<file path="config.mk">
export PLATFORM = sky130hd
export DESIGN_NAME = inst_prefetch_queue
export DESIGN_NICKNAME = d
export VERILOG_FILES = /design/src/rtl/inst_prefetch_queue.sv
export SDC_FILE = /design/constraint.sdc
export NUM_CORES = 1
export LEC_CHECK = 0
export ABC_CLOCK_PERIOD_IN_PS = 1910
export CAP_MARGIN = 20
export CELL_PAD_IN_SITES_DETAIL_PLACEMENT = 1
export CELL_PAD_IN_SITES_GLOBAL_PLACEMENT = 1
export CORE_ASPECT_RATIO = 0.9
export CORE_MARGIN = 2
export CORE_UTILIZATION = 36
export CTS_CLUSTER_DIAMETER = 30
export DETAILED_ROUTE_END_ITERATION = 10
export HOLD_SLACK_MARGIN = 0.02
export MAX_ROUTING_LAYER = met4
export PLACE_DENSITY_LB_ADDON = 0.1
export SLEW_MARGIN = 20
export SYNTH_ARGS = -nofsm -noshare
export SYNTH_HDL_FRONTEND = slang
export SYNTH_SLANG_ARGS = --single-unit
</file>
<file path="constraint.sdc">
create_clock -name clk -period 1.91 [get_ports clk]
set_input_delay 0.382 -clock clk [delete_from_list [all_inputs] [get_ports clk]]
set_output_delay 0.382 -clock clk [all_outputs]
set_load 0.01 [all_outputs]
</file>
<file path="src/rtl/inst_prefetch_queue.sv">
// Instruction prefetch queue: a small FIFO between the fetch and decode stages.
// Optional same-cycle bypass on an empty queue is enabled with PREFETCH_BYPASS_EN.
module inst_prefetch_queue #(
  parameter int INST_LEN = 17,
  parameter int DEPTH    = 4,
  parameter int PTR_LEN  = 2
) (
  input  logic                clk,
  input  logic                rstn,
  input  logic                flush,
  input  logic                in_valid,
  input  logic [INST_LEN-1:0] in_inst,
  output logic                in_ready,
  output logic                out_valid,
  output logic [INST_LEN-1:0] out_inst,
  input  logic                out_ready,
  output logic [PTR_LEN:0]    count
);

  logic [INST_LEN-1:0] entries [DEPTH];
  logic [PTR_LEN-1:0]  wr_ptr;
  logic [PTR_LEN-1:0]  rd_ptr;
  logic                full;
  logic                empty;
  logic                push;
  logic                pop;

  assign full     = (count == (PTR_LEN+1)'(DEPTH));
  assign empty    = (count == '0);
  assign in_ready = !full && !flush;

`ifdef PREFETCH_BYPASS_EN
  logic bypass;

  // An instruction arriving at an empty queue while decode is ready skips storage entirely.
  assign bypass    = empty && in_valid && out_ready && !flush;
  assign out_valid = (!empty && !flush) || bypass;
  assign out_inst  = bypass ? in_inst : entries[rd_ptr];
  assign push      = in_valid && in_ready && !bypass;
  assign pop       = out_valid && out_ready && !flush && !bypass;
`else
  assign out_valid = !empty && !flush;
  assign out_inst  = entries[rd_ptr];
  assign push      = in_valid && in_ready;
  assign pop       = out_valid && out_ready;
`endif

  // Storage needs no reset: stale contents are never visible while out_valid is low.
  always_ff @(posedge clk) begin
    if (push) begin
      entries[wr_ptr] <= in_inst;
    end
  end

  // Pointers wrap naturally because DEPTH is a power of two.
  always_ff @(posedge clk or negedge rstn) begin
    if (!rstn) begin
      wr_ptr <= '0;
      rd_ptr <= '0;
      count  <= '0;
    end else if (flush) begin
      wr_ptr <= '0;
      rd_ptr <= '0;
      count  <= '0;
    end else begin
      if (push) begin
        wr_ptr <= wr_ptr + PTR_LEN'(1);
      end
      if (pop) begin
        rd_ptr <= rd_ptr + PTR_LEN'(1);
      end
      case ({push, pop})
        2'b10:   count <= count + (PTR_LEN+1)'(1);
        2'b01:   count <= count - (PTR_LEN+1)'(1);
        default: count <= count;
      endcase
    end
  end

endmodule

</file>
Word level (Yosys, flattened, before mapping). Memory sizes are Yosys's and may differ from the RTL's. Cells that the tools add are included.

Eq/ne operators: 3. $add $sub $neg: 4. Muxes and demuxes: 8. Reduce and logical (&&, ||, !) cells: 11.

Operators with widths (count): 2-bit 2-to-1 mux (4); 3-bit one-hot mux with 2 select lines (1); 2-bit by 1-bit adder with 2-bit output, second input constant (2); 1-bit logical AND (4); 2-bit nonzero test (2); 3-bit by 1-bit adder with 3-bit output, second input constant (1); 3-bit equality test, second input constant (1); 1-bit zero test (3); 3-bit zero test (1); 3-bit 2-to-1 mux (1); 3-bit nonzero test (1); 3-bit by 1-bit subtractor with 3-bit output, second input constant (1); 2-bit by 1-bit equality test with 1-bit output, second input constant (1); 2-bit equality test, second input constant (1); 1-bit 2-to-1 mux (2).

RAM bits: 68. Output and inout port bits: 22. Bits of input ports: 22. Memories: 1. Register bits after elaboration: 7.

Memories: entries (words 4, bits a word 17, read ports 1, clocked after Yosys merged registers in 0, wr ports 1, RTL line 20) `logic [INST_LEN-1:0] entries [DEPTH];`.

Longest topological paths before layout.
Word-level depth: 7. Depth in mapped cells: 8. Mapped depth without buffers: 7.

Worst setup path before layout. OpenSTA, ideal clock, no wires.

Path kind: register -> register. From: register count[0]. To: register count[1]. Required time: 1.781 ns. Cell stages (with the launch flop): 9. Arrival: 1.962 ns. Clock period less this slack: 2.092 ns. Buffers on the path: 1. Setup slack: -0.182 ns. Cells stage by stage: dfrtp_1 buf_4 nor3b_2 nor2_1 nor3_1 fa_1 nor2b_1 o2111ai_1 nand3b_1.

Longest elaborated chain between the ends: 7. Elaborated cells on any way between the ends: 15. Classes of those cells: add/sub: 2; eq/ne: 3; mux: 2; reduce/logical: 8.

RTL lines: start, declared (RTL line 17) `output logic [PTR_LEN:0] count`; start signal, assigned (RTL line 73) `2'b10: count <= count + (PTR_LEN+1)'(1);`; start signal, assigned (RTL line 74) `2'b01: count <= count - (PTR_LEN+1)'(1);`; start signal, assigned (RTL line 75) `default: count <= count;`; 3-bit equality test or 3-bit zero test (tied branches) (RTL line 28, 29); 1-bit zero test (on tied branches) (RTL line 30, 42); 1-bit logical AND (on tied branches) (RTL line 30, 42); 1-bit logical AND (on tied branches) (RTL line 44, 45); 2-bit by 1-bit equality test with 1-bit output or 2-bit equality test (tied branches) (RTL line 72) `case ({push, pop})`; 3-bit one-hot mux with 2 select lines (RTL line 72); 3-bit 2-to-1 mux (RTL line 61) `end else if (flush) begin`.

Several ways; a longest one is shown, not always the timed one. A chain may end at the register's enable or synchronous reset.

Worst setup path after layout.
From: register rd_ptr[0]. To: output port out_inst[7].

Longest elaborated chain between the ends: 1.

RTL lines: start, declared (RTL line 22) `logic [PTR_LEN-1:0] rd_ptr;`; start signal, assigned (RTL line 70) `rd_ptr <= rd_ptr + PTR_LEN'(1);`; memory 4 x 17 bit; end, declared (RTL line 15) `output logic [INST_LEN-1:0] out_inst,`.

No other way between the ends.

==> summary.json <==
{
  "die": {
    "die_area_sq_um": 9250,
    "die_y_um": 91.5,
    "core_region_area_sq_um": 8150,
    "start_util": 0.376,
    "die_width_um": 101,
    "placement_rows": 31,
    "io_count": 44
  },
  "final_layout": {
    "post_route_cells_drive_above_1_share": 0.397,
    "fin_area_sq_um": 4210,
    "number_of_diodes_added_for_antenna_fixing": 0,
    "growth_of_design_area_from_synthesis_to_finish_pct": 37.6,
    "nNetsFinal": 264
  },
  "clocking": {
    "clk_latency_ns": 0.35,
    "cts_buffer_depth": 2,
    "cts.clk_slew.worst_paths_ns": 0.07,
    "numCtsBuffers": 9,
    "clock_tree.root_cell": "sky130_fd_sc_hd__clkbuf_8",
    "tritoncts_clock_tree": "built",
    "cts_num_sinks": 75,
    "post_cts_hold_buffer_count": 0,
    "cts_max_level": 3
  },
  "pwr": {
    "power.density_cell_area_nw_per_um2": 981,
    "p_leak_nw": 1.47,
    "max-vdd-ir-drop_uv": 578
  },
  "global_routing": {
    "number_of_global_route_vias_before_repair": 1956,
    "initial_antenna_violation_count": 0,
    "track_usage": 0.164,
    "gr-total-overflow": 0,
    "global_route_wire_length_before_repair_um": 10800,
    "grt_start_max_net_pins": 13
  },
  "detailed_routing": {
    "vias": 1739,
    "dr.first_iter.drc_count": 44,
    "vias_per_cell": 5.10,
    "wl_per_cell_um": 19.5,
    "ant_nets": 0,
    "firstDrtPassIters": 4,
    "post-route-drc-count": 0,
    "postRouteWirelength_um": 6640
  },
  "synthesis": {
    "synth.lib_cells_used.distinct": 34,
    "post_synthesis_cells": 155,
    "ys_ff_latch": 75,
    "synthesis.yosys.warnings": 0,
    "synthesis.area_sq_um": 3060,
    "post_synth.cell_area_avg_sq_um": 19.7,
    "synth_seq_area_share": 0.725,
    "mappedNetlistNets": 182
  },
  "worst_setup_path": {
    "worst_setup_path_end_kind": "primary output",
    "cpMostUsedCell": "sky130_fd_sc_hd__buf_6",
    "timing.critical_path.from_type": "register",
    "crit_type": "reg2out",
    "worst_path_max_delay_cell": "sky130_fd_sc_hd__mux4_2",
    "crit_required_ns": 1.53,
    "worstPathArrival_ns": 1.68,
    "path_max_fanout": 6,
    "slowest_delay_ns": 0.53,
    "path_cells": "buf_6 -> buf_12 -> mux4_2 -> buf_6"
  },
  "timing": {
    "final.min_clock_period_ns": 2.06,
    "timing.final.crit_share": 1.08,
    "final_max_slew_viol_count": 0,
    "finalClockSkew_ns": 0.00545,
    "unrepaired_setup_endpoints_after_global_routing": "true",
    "postLayoutSetupSlackWorst_ns": -0.152,
    "setup_viol": 18,
    "relSlewSlack": 0.717,
    "fmax_mhz": 485,
    "hold_violations": 0,
    "worst_pin_slew_ns": 0.419,
    "hold_ws_ns": 0.302
  },
  "placed_design": {
    "detailed_place.area_sq_um": 3830,
    "place.gp.congestion": 0.768,
    "dpl.hpwl_um": 4520,
    "port_buffers": 43
  },
  "job": {
    "maxCapViolCount": 0
  },
  "hold_path": {
    "holdCritPathClass": "in2async"
  },
  "run_status": {
    "failing_checks": "setup timing",
    "outcome": "complete, but fails checks"
  }
}
-- state kept, by name (all words and copies together) (netlist names) --
name / count
count: 3
entries: 68
rd_ptr: 2
wr_ptr: 2
-- cells in the final DEF, fill, tap and decap left out, drive strengths merged, types with 5 or more instances in the layout --
cell type / instances
clkdlybuf4s50: 24
clkbuf: 10
buf: 55
mux4: 17
nor2: 5
edfxtp: 68
nand2b: 6
dfrtp: 7
and2: 5
-- area by class of cell --
type                       count  area [sq um]
sequential                    75          2220
clock inverter                 7           106
fill                         758          3940
tap                           99           124
clock buffer                   9           124
inverter                       4          15.0
multi-input combinational     67           810
timing repair buffer          80           810
-- path summary, 6_finish.rpt --
check                      depth (start not counted)  slack (ns)        start        endpoint
hold reg to reg                                    2        0.67    wr_ptr[0]       wr_ptr[0]
max in group asynchronous                          1        1.33         rstn        count[0]
setup / recovery                                   4       -0.15    rd_ptr[0]     out_inst[7]
hold / removal                                     1        0.30         rstn       rd_ptr[0]
min in group clk                                   1        0.67  in_inst[13]  entries[2][13]
setup reg to reg                                   7       -0.04     count[1]        count[1]
-- stage by stage --
step                worst slack, ns   util  std cells  total power, W  TNS (ns)
floorplan                   -0.0828      -        155         0.00228   -0.0828
global placement             -0.218  0.470        314         0.00261     -2.53
detailed placement           -0.371  0.470        314         0.00264     -6.21
CTS                          -0.225  0.516        341         0.00418     -2.63
global route                 -0.206  0.517        341         0.00429     -2.86
finish                       -0.152  0.517        341         0.00413     -1.77
-- routing by layer --
metal	up-vias	track usage	share of wire
li1	783	-	-
met1	907	0.204	0.43
met2	37	0.259	0.52
met3	12	0.0516	0.034
met4	0	0.0495	0.018
met5	-	-	0
-- Yosys cell counts --
master,instances,share of area
sky130_fd_sc_hd__or3_4,1,0.0037
sky130_fd_sc_hd__buf_4,3,0.0074
sky130_fd_sc_hd__inv_1,4,0.0049
sky130_fd_sc_hd__buf_2,4,0.0065
sky130_fd_sc_hd__a2111oi_0,1,0.0029
sky130_fd_sc_hd__xnor2_1,1,0.0029
sky130_fd_sc_hd__mux4_2,17,0.13
sky130_fd_sc_hd__nand3b_1,3,0.0074
sky130_fd_sc_hd__ha_1,4,0.016
sky130_fd_sc_hd__or3_1,2,0.0041
sky130_fd_sc_hd__nor2b_1,2,0.0041
sky130_fd_sc_hd__o22ai_1,2,0.0041
sky130_fd_sc_hd__nor2_1,5,0.0061
sky130_fd_sc_hd__a21oi_1,3,0.0049
sky130_fd_sc_hd__mux2_2,1,0.0037
sky130_fd_sc_hd__o311ai_0,1,0.0029
sky130_fd_sc_hd__o31ai_1,1,0.0025
sky130_fd_sc_hd__buf_6,1,0.0037
sky130_fd_sc_hd__and2_1,5,0.010
sky130_fd_sc_hd__a2111oi_2,1,0.0049
sky130_fd_sc_hd__nor3_1,1,0.0016
sky130_fd_sc_hd__nand2b_1,6,0.012
sky130_fd_sc_hd__a221oi_1,1,0.0029
sky130_fd_sc_hd__xor2_1,2,0.0057
sky130_fd_sc_hd__edfxtp_1,68,0.67
sky130_fd_sc_hd__fa_1,1,0.0065
sky130_fd_sc_hd__nor3b_1,1,0.0025
sky130_fd_sc_hd__nor3b_2,1,0.0041
sky130_fd_sc_hd__nand4b_1,1,0.0029
sky130_fd_sc_hd__clkbuf_1,1,0.0012
sky130_fd_sc_hd__a311oi_1,1,0.0029
sky130_fd_sc_hd__o2111ai_1,1,0.0029
sky130_fd_sc_hd__dfrtp_1,7,0.057
sky130_fd_sc_hd__o21ai_0,1,0.0016
-- where the power goes --
group / internal, W / switching, W / total, W
clock: 0.000852 / 0.000548 / 0.00140
sequential: 0.00186 / 0.0000351 / 0.00190
combinational: 0.000489 / 0.000343 / 0.000832
total: 0.00320 / 0.000927 / 0.00413
-- worst max-delay path: cells and delay by family, from the launching register on --
| kind | cells | cell delay (ns) |
|---|---|---|
| buf+inv | 3 | 0.39 |
| mux | 1 | 0.53 |
| flops | 1 | 0.40 |
-- logic make-up after synthesis --
kind of cell	count (synthesis)	share of synthesized area
AO/OA/AOI/OAI	13	0.0323
XOR/XNOR	3	0.00859
adder cells (fa/ha/maj)	5	0.0229
buffers and inverters	13	0.0237
flip-flops	75	0.725
multiplexers	18	0.129
AND/OR/NAND/NOR	28	0.0589
-- timing repair --
action,CTS,global route
gates resized for setup,96,6
setup endpoints to repair,20,19
pin swaps,1,1
buffers inserted,11,1
gates cloned,1,0
Note: power is estimated with default switching activity, not from simulation.
